## src/rtl/bp_unicore_dma_mux.sv

```systemverilog
// Merges the per-bank L2 DMA channels into one DRAM DMA channel.
// Packets are arbitrated round-robin, a granted write locks the write-data
// path to its bank for a whole burst, and an in-order FIFO of bank ids
// steers read fill beats back to the bank that issued each read.
// All paths are combinational pass-through; only control state is registered.
module bp_unicore_dma_mux #(
   parameter int banks_p       = 2,
   parameter int daddr_width_p = 32,
   parameter int fill_width_p  = 64,
   parameter int burst_len_p   = 8,
   parameter int rd_els_p      = 4
) (
   input  logic                                   clk_i,
   input  logic                                   reset_n_i,
   input  logic [banks_p*(daddr_width_p+1)-1:0]   dma_pkt_i,
   input  logic [banks_p-1:0]                     dma_pkt_v_i,
   output logic [banks_p-1:0]                     dma_pkt_ready_and_o,
   input  logic [banks_p*fill_width_p-1:0]        dma_data_i,
   input  logic [banks_p-1:0]                     dma_data_v_i,
   output logic [banks_p-1:0]                     dma_data_ready_and_o,
   output logic [banks_p*fill_width_p-1:0]        dma_data_o,
   output logic [banks_p-1:0]                     dma_data_v_o,
   input  logic [banks_p-1:0]                     dma_data_ready_and_i,
   output logic [daddr_width_p:0]                 mem_pkt_o,
   output logic                                   mem_pkt_v_o,
   input  logic                                   mem_pkt_ready_and_i,
   output logic [fill_width_p-1:0]                mem_data_o,
   output logic                                   mem_data_v_o,
   input  logic                                   mem_data_ready_and_i,
   input  logic [fill_width_p-1:0]                mem_data_i,
   input  logic                                   mem_data_v_i,
   output logic                                   mem_data_ready_and_o
);

   localparam int pkt_w_lp = daddr_width_p + 1;
   localparam int cnt_w_lp = (burst_len_p > 1) ? $clog2(burst_len_p) : 1;
   localparam int id_w_lp  = (banks_p > 1) ? $clog2(banks_p) : 1;
   localparam int ptr_w_lp = (rd_els_p > 1) ? $clog2(rd_els_p) : 1;
   localparam int occ_w_lp = $clog2(rd_els_p + 1);

   localparam logic [cnt_w_lp-1:0] last_beat_lp = cnt_w_lp'(burst_len_p - 1);
   localparam logic [ptr_w_lp-1:0] last_ptr_lp  = ptr_w_lp'(rd_els_p - 1);
   localparam logic [id_w_lp-1:0]  last_id_lp   = id_w_lp'(banks_p - 1);
   localparam logic [occ_w_lp-1:0] full_occ_lp  = occ_w_lp'(rd_els_p);

   typedef enum logic {IDLE, WR_BURST} state_e;

   state_e                state_q, state_d;
   logic [id_w_lp-1:0]    rr_q, rr_d;
   logic [id_w_lp-1:0]    owner_q, owner_d;
   logic [cnt_w_lp-1:0]   wcnt_q, wcnt_d;
   logic [cnt_w_lp-1:0]   rcnt_q, rcnt_d;
   logic [ptr_w_lp-1:0]   wr_ptr_q, wr_ptr_d;
   logic [ptr_w_lp-1:0]   rd_ptr_q, rd_ptr_d;
   logic [occ_w_lp-1:0]   occ_q, occ_d;
   logic [id_w_lp-1:0]    fifo_mem_q [rd_els_p];

   logic [pkt_w_lp-1:0]     pkt_arr   [banks_p];
   logic [fill_width_p-1:0] wdata_arr [banks_p];
   logic [banks_p-1:0]      eligible;
   logic                    fifo_full, fifo_empty;
   logic [id_w_lp-1:0]      head_id;
   logic                    grant_v, grant_is_wr;
   logic [id_w_lp-1:0]      grant_id;
   logic [id_w_lp:0]        arb_sum;
   logic                    pkt_fire, wr_fire, rd_fire, push, pop;

   assign fifo_full  = (occ_q == full_occ_lp);
   assign fifo_empty = (occ_q == '0);
   assign head_id    = fifo_mem_q[rd_ptr_q];

   // A read may only be granted if its bank id can be queued for the return.
   for (genvar gi = 0; gi < banks_p; gi++) begin : g_bank
      assign pkt_arr[gi]   = dma_pkt_i[gi*pkt_w_lp +: pkt_w_lp];
      assign wdata_arr[gi] = dma_data_i[gi*fill_width_p +: fill_width_p];
      assign eligible[gi]  = dma_pkt_v_i[gi] & (pkt_arr[gi][daddr_width_p] | ~fifo_full);
   end

   // Round-robin arbiter: first eligible bank at or after the rr pointer.
   always_comb begin
      grant_v  = 1'b0;
      grant_id = '0;
      arb_sum  = '0;
      for (int k = 0; k < banks_p; k++) begin
         arb_sum = {1'b0, rr_q} + (id_w_lp+1)'(k);
         if (arb_sum >= (id_w_lp+1)'(banks_p)) arb_sum = arb_sum - (id_w_lp+1)'(banks_p);
         if (!grant_v && eligible[arb_sum[id_w_lp-1:0]]) begin
            grant_v  = 1'b1;
            grant_id = arb_sum[id_w_lp-1:0];
         end
      end
   end

   assign grant_is_wr = pkt_arr[grant_id][daddr_width_p];
   assign pkt_fire    = (state_q == IDLE) & grant_v & mem_pkt_ready_and_i;
   assign wr_fire     = (state_q == WR_BURST) & dma_data_v_i[owner_q] & mem_data_ready_and_i;
   assign rd_fire     = mem_data_v_i & mem_data_ready_and_o;
   assign push        = pkt_fire & ~grant_is_wr;
   assign pop         = rd_fire & (rcnt_q == last_beat_lp);

   // FSM state register.
   always_ff @(posedge clk_i or negedge reset_n_i) begin
      if (!reset_n_i) state_q <= IDLE;
      else            state_q <= state_d;
   end

   // FSM next state: a write packet locks the data path until its last beat.
   always_comb begin
      state_d = state_q;
      case (state_q)
         IDLE:     if (pkt_fire && grant_is_wr) state_d = WR_BURST;
         WR_BURST: if (wr_fire && (wcnt_q == last_beat_lp)) state_d = IDLE;
         default:  state_d = IDLE;
      endcase
   end

   // FSM outputs: packet offer in IDLE, owner's write data in WR_BURST; silent in reset.
   always_comb begin
      mem_pkt_o            = pkt_arr[grant_id];
      mem_pkt_v_o          = 1'b0;
      dma_pkt_ready_and_o  = '0;
      mem_data_o           = wdata_arr[owner_q];
      mem_data_v_o         = 1'b0;
      dma_data_ready_and_o = '0;
      if (reset_n_i) begin
         case (state_q)
            IDLE: begin
               mem_pkt_v_o = grant_v;
               if (grant_v) dma_pkt_ready_and_o[grant_id] = mem_pkt_ready_and_i;
            end
            WR_BURST: begin
               mem_data_v_o                  = dma_data_v_i[owner_q];
               dma_data_ready_and_o[owner_q] = mem_data_ready_and_i;
            end
            default: ;
         endcase
      end
   end

   // Read return: fill data is broadcast, valid/ready follow the FIFO head bank.
   always_comb begin
      dma_data_o           = {banks_p{mem_data_i}};
      dma_data_v_o         = '0;
      mem_data_ready_and_o = 1'b0;
      if (reset_n_i && !fifo_empty) begin
         dma_data_v_o[head_id] = mem_data_v_i;
         mem_data_ready_and_o  = dma_data_ready_and_i[head_id];
      end
   end

   // Next values for arbitration pointer, burst counters and FIFO bookkeeping.
   always_comb begin
      rr_d     = rr_q;
      owner_d  = owner_q;
      wcnt_d   = wcnt_q;
      rcnt_d   = rcnt_q;
      wr_ptr_d = wr_ptr_q;
      rd_ptr_d = rd_ptr_q;
      occ_d    = occ_q;
      if (pkt_fire) begin
         rr_d = (grant_id == last_id_lp) ? '0 : grant_id + 1'b1;
         if (grant_is_wr) begin
            owner_d = grant_id;
            wcnt_d  = '0;
         end
      end
      if (wr_fire) wcnt_d = (wcnt_q == last_beat_lp) ? '0 : wcnt_q + 1'b1;
      if (rd_fire) rcnt_d = (rcnt_q == last_beat_lp) ? '0 : rcnt_q + 1'b1;
      if (push) wr_ptr_d = (wr_ptr_q == last_ptr_lp) ? '0 : wr_ptr_q + 1'b1;
      if (pop)  rd_ptr_d = (rd_ptr_q == last_ptr_lp) ? '0 : rd_ptr_q + 1'b1;
      case ({push, pop})
         2'b10:   occ_d = occ_q + 1'b1;
         2'b01:   occ_d = occ_q - 1'b1;
         default: occ_d = occ_q;
      endcase
   end

   // Control registers; reset drops every in-flight burst and queued read.
   always_ff @(posedge clk_i or negedge reset_n_i) begin
      if (!reset_n_i) begin
         rr_q     <= '0;
         owner_q  <= '0;
         wcnt_q   <= '0;
         rcnt_q   <= '0;
         wr_ptr_q <= '0;
         rd_ptr_q <= '0;
         occ_q    <= '0;
      end else begin
         rr_q     <= rr_d;
         owner_q  <= owner_d;
         wcnt_q   <= wcnt_d;
         rcnt_q   <= rcnt_d;
         wr_ptr_q <= wr_ptr_d;
         rd_ptr_q <= rd_ptr_d;
         occ_q    <= occ_d;
      end
   end

   // Bank-id FIFO storage; contents are meaningless while the FIFO is empty.
   always_ff @(posedge clk_i) begin
      if (push) fifo_mem_q[wr_ptr_q] <= grant_id;
   end

endmodule
```

## config.mk

```make
export PLATFORM = sky130hd
export DESIGN_NAME = bp_unicore_dma_mux
export DESIGN_NICKNAME = d
export VERILOG_FILES = /design/src/rtl/bp_unicore_dma_mux.sv
export SDC_FILE = /design/constraint.sdc
export NUM_CORES = 1
export LEC_CHECK = 0
export CORE_AREA = 8 8 189 191
export DETAILED_ROUTE_END_ITERATION = 6
export DIE_AREA = 0 0 197 199
export SLEW_MARGIN = 15
export SYNTH_ARGS = -nofsm -noshare
export SYNTH_HDL_FRONTEND = slang
export SYNTH_SLANG_ARGS = --single-unit
export TNS_END_PERCENT = 50
```

## constraint.sdc

```tcl
create_clock -name clk_i -period 3.2 [get_ports clk_i]
set_input_delay 0.8 -clock clk_i [delete_from_list [all_inputs] [get_ports clk_i]]
set_output_delay 0.8 -clock clk_i [all_outputs]
set_load 0.01 [all_outputs]
```

# After elaboration in Yosys (flattened, before gate mapping)
# Memories as Yosys holds them, arrays and structs flattened.
# Cells that the tools add are included.
word_totals:
  reg_bits: 16
  ram_bits: 4
  inputBits: 269
  out_inout_bits: 234
  word_cells: 123
  mem_count: 1
memory_table:
  columns: ["memory", "depth", "word_bits", "read_ports", "rd_ports_with_merged_regs", "wr", "line_no", "source"]
  rows:
  - ["fifo_mem_q", 4, 1, 1, 0, 1, "56", "logic [id_w_lp-1:0] fifo_mem_q [rd_els_p];"]
op_classes:
  addsub: 10
  n_lt_le_gt_ge: 12
  eq_ne: 7
  muxes: 51
  bitwise_logic: 19
  n_reduce_logical: 15
ops:
  columns: ["op", "n"]
  rows:
  - ["$mux W64", 3]
  - ["$mux W33", 3]
  - ["$mux W1", 27]
  - ["$mux W2", 8]
  - ["$mux W3", 5]
  - ["$lt A1 B2 Y1 const B", 5]
  - ["$add A3 B1 Y3 const B", 3]
  - ["$and A1 B1 Y1", 9]
  - ["$eq A3 B3 Y1 const B", 3]
  - ["$logic_and A1 B1 Y1", 7]
  - ["$and A2 B2 Y2", 3]
  - ["$eq A2 B2 Y1 const B", 3]
  - ["$ge A2 B2 Y1 const B", 3]
  - ["$pmux W3 S2", 1]
  - ["$reduce_bool A2 Y1", 3]
  - ["$add A2 B1 Y2 const B", 2]
  - ["$not A1 Y2", 2]
  - ["$reduce_and A2 Y1", 2]
  - ["$demux W1 S1", 3]
  - ["$ge A1 B1 Y1 const B", 3]
  - ["$logic_not A3 Y1", 1]
  - ["$not A1 Y1", 3]
  - ["$sub A3 B1 Y3 const B", 1]
  - ["$add A1 B1 Y2 const B", 1]
  - ["other kinds (7)", 10]

# Depth between registers and ports, before layout
logic_depth:
  ltp_word: 18
  depth_mapped: 11
  ltp_nobuf: 10

# Worst setup path before layout
# OpenSTA, ideal clock, no wires.
synth_timing:
  kind: "input to output"
  from: "in dma_pkt_i[65]"
  to: "out mem_pkt_o[10]"
  arrival_ps: 2056
  t_required_ps: 2400
  slack_ps: 344
  cell_stages: 4
  path_buffers: 1
  cell_sequence: "or4b_4 > o211ai_4 > buf_4 > mux2_2"
synth_between:
  elab_chain_len: 12
  word_cells_on_any_way: 15
  classes_between: "10 x mux; 3 x bitwise; 2 x reduce/logical"
synth_lines:
  columns: ["item", "line_no", "source"]
  rows:
  - ["start, declared", "15", "input logic [banks_p*(daddr_width_p+1)-1:0] dma_pkt_i,"]
  - ["$or A1 B1 Y1 *", "76", "assign eligible[gi] = dma_pkt_v_i[gi] & (pkt_arr[gi][daddr_width_p] | ~fifo_full);"]
  - ["$and A1 B1 Y1 *", "76", null]
  - ["$mux W1 (not written as such) (2 in series)", "87", "if (!grant_v && eligible[arb_sum[id_w_lp-1:0]]) begin"]
  - ["$mux W1", "87", null]
  - ["$logic_not A1 Y1", "87", null]
  - ["$logic_and A1 B1 Y1", "87", null]
  - ["$mux W1 *", "87", null]
  - ["$not A1 Y2 (not written as such) *", "119", "mem_pkt_o = pkt_arr[grant_id];"]
  - ["$mux W33 (not written as such) * (3 in series)", "119", null]
  - ["end, declared", "24", "output logic [daddr_width_p:0] mem_pkt_o,"]
# Every way passes the cells marked *; elsewhere a longest branch is shown, timed or not. The select of a mux whose other input is x is not followed.

# Final worst setup path
layout_timing:
  from: "in dma_pkt_i[65]"
  to: "out mem_pkt_o[24]"
# Same word-level chain as after synthesis.

==> flow_metrics.env <==
export IMPL_die_y_um=199
export IMPL_htree_levels=1
export IMPL_drtIter0Drc=51
export IMPL_regToRegSetupSlack_ps=540
export IMPL_antenna_left=0
export IMPL_cp_max_fo=5
export IMPL_ys_seq_area_share_pct=15.5
export IMPL_synth_area_leaders="mux2_2 35%, buf_4 29%, dfrtp_1 12%, ha_1 3.7%, edfxtp_1 3.6%"
export IMPL_synth_edf_count=4
export IMPL_stdcell_count=1010
export IMPL_drv_slew=0
export IMPL_n_antenna_cell=0
export IMPL_avgSynthCellArea_um2=9.62
export IMPL_grt_max_degree=24
export IMPL_clock_latency_ps=260
export IMPL_critPathLaunchType="input pin"
export IMPL_synth_most_common_cell="buf_4"
export IMPL_grt_pass1_wl_mm=23.6
export IMPL_avgViaCountPerCell=3.26
export IMPL_yosys_area_top_type="mux2_2"
export IMPL_status="complete, no violations"
export IMPL_peakVddDrop_uv=207
export IMPL_synthCells=350
export IMPL_power_density_nw_per_um2=473
export IMPL_dp_hpwl_mm=14.5
export IMPL_grt_overflow=0
export IMPL_arrival_ps=2350
export IMPL_synthArstFlopShare_pct=80.0
export IMPL_relSlewSlack_pct=54.2
export IMPL_maxCapViolations=0
export IMPL_hold_violations=0
export IMPL_rows=67
export IMPL_tightest_slew_ps=676
export IMPL_synth_top_area_share_pct=34.8
export IMPL_numPortBuffers=310
export IMPL_drt_first_pass_iters=4
export IMPL_clock_skew_ps=3.23
export IMPL_fin_nets=843
export IMPL_drive_gt1_share_pct=34.5
export IMPL_hold_path_class="reg2reg"
export IMPL_ios=503
export IMPL_synth_nets=630
export IMPL_setup_ws_ps=52.8
export IMPL_cellLeakagePower_nw=2.60
export IMPL_clock_sink_count=20
export IMPL_cp_end_kind="primary output"
export IMPL_drc=0
export IMPL_grt_pass1_vias=3947
export IMPL_fmax_ghz=0.318
export IMPL_clockRootBuffer="clkbuf_16"
export IMPL_wire_per_inst_um=16.3
export IMPL_rsz0062_at_grt="false"
export IMPL_totalWireLength_mm=16.5
export IMPL_fin_crit_ps=3150
export IMPL_ys_ff_latch=20
export IMPL_num_vias=3291
export IMPL_syn_to_final_growth_pct=95.8
export IMPL_yosysWarnings=0
export IMPL_die_width_um=197
export IMPL_dp_slack_ps=-566
export IMPL_critPathKind="in2out"
export IMPL_cts_tree="built"
export IMPL_ys_top_cells_by_count="132 x buf_4, 104 x mux2_2, 16 x dfrtp_1"
export IMPL_dieArea_um2=39200
export IMPL_setup_violations=0
export IMPL_grt_usage_pct=7.88
export IMPL_cts_clk_slew_worst_paths_ps=60
export IMPL_coreArea_um2=32900
export IMPL_place_congestion=0.787
export IMPL_dominantRegCellSynth="dfrtp_1"
export IMPL_cts_buffers=3
export IMPL_holdBufCountCts=0
export IMPL_dp_cells=995
export IMPL_crit_required_ps=2400
export IMPL_post_route_period_util_pct=98.3
export IMPL_start_util_pct=10.2
export IMPL_antenna_found_initial=1
export IMPL_syn_cell_area_um2=3370
export IMPL_clockBufferDepth=2
export IMPL_yosysUniqueCellTypes=44
[layout by cell type, fill, tap and decap left out, types with 2 or more instances in the layout]
master / n
nor2b_1: 2
a21oi_1: 2
ha_1: 10
clkdlybuf4s50_1: 271
and3_1: 2
nor2_1: 14
xor2_1: 2
dfrtp_1: 15
mux2_2: 85
nand3_1: 3
buf_6: 23
inv_1: 11
mux2i_1: 2
o21ai_0: 2
mux2_4: 19
nand2_1: 3
clkbuf_16: 3
nor3b_1: 2
a31o_2: 2
edfxtp_1: 4
buf_16: 3
buf_2: 13
dlygate4sd2_1: 5
and2_1: 4
nand2b_1: 2
nand3b_1: 2
buf_4: 25
buf_12: 8
[stage by stage]
step | power (mW) | area [um2] | TNS (ps) | utilization, % | hold slack (ps)
after floorplan | 1.62 | 3370 | 0 | - | 485
after global placement | 2.64 | 6260 | -17990 | 19.0 | 495
after detailed placement | 2.66 | 6260 | -18590 | 19.0 | 505
after CTS | 3.18 | 6600 | 0 | 20.1 | 518
after global routing | 3.33 | 6590 | 0 | 20.1 | 539
final | 3.12 | 6590 | 0 | 20.1 | 515
[final timing paths]
check | start | endpoint | cells after the start
max | dma_pkt_i[65] | mem_pkt_o[24] | 8
min | rcnt_q[1] | rcnt_q[1] | 1
max reg2reg | rd_ptr_q[0] | occ_q[2] | 9
min reg2reg | rcnt_q[1] | rcnt_q[1] | 1
max in group asynchronous | reset_n_i | rd_ptr_q[0] | 3
min in group asynchronous | reset_n_i | rcnt_q[0] | 2
[cell type report]
| type | instances | area (um2) |
|---|---|---|
| tap | 448 | 561 |
| sequential | 20 | 522 |
| fill | 3627 | 26300 |
| inverter | 11 | 41.3 |
| multi-input combinational | 178 | 1850 |
| timing repair buffer | 349 | 3520 |
| clock inverter | 1 | 30.0 |
| clock buffer | 3 | 75.1 |
[per-layer routing]
| layer | wire (um) | track usage (%) |
|---|---|---|
| met5 | 13 | 1.28 |
| met4 | 359 | 2.51 |
| met3 | 2390 | 4.62 |
| met2 | 8030 | 14.2 |
| met1 | 5700 | 7.37 |
[logic make-up (layout without fill, tap and decap cells)]
| family | count (synthesis) | in the layout | synth area share (%) |
|---|---|---|---|
| buffers and inverters | 152 | 364 | 31.9 |
| muxes | 108 | 108 | 36.4 |
| and+or+nand+nor | 41 | 41 | 6.95 |
| DFF | 20 | 20 | 15.5 |
| AOI/OAI and AO/OA | 15 | 15 | 4.24 |
| adders and majority gates | 11 | 11 | 4.31 |
| xor gates and xnor gates | 3 | 3 | 0.780 |
[report_power, final]
group / leakage, nW / total [mW] / switching, mW / internal [mW]
clock: 0.0511 / 0.351 / 0.102 / 0.249
combinational: 2.32 / 2.29 / 0.837 / 1.45
sequential: 0.229 / 0.481 / 0.128 / 0.354
[what timing repair did]
item / 4_1_cts / 5_1_grt
buffers inserted: 8 / 0
resized for setup: 187 / 1
endpoints found under the setup margin: 38 / 29
gates cloned: 3 / 0
pin swaps: 3 / 2
[registers in the layout, indices dropped and copies added, names as in the netlist]
register	cells
wr_ptr_q	2
fifo_mem_q	4
wcnt_q	3
occ_q	3
state_q	1
owner_q	1
rcnt_q	3
rd_ptr_q	2
rr_q	1
[worst max-delay path: stages]
cell	delay [ps]
buf_6	100
or4b_4	500
o211ai_4	120
buf_6	170
buf_12	120
buf_16	120
mux2_4	300
buf_6	120
Power figures use the tool's default switching activity.
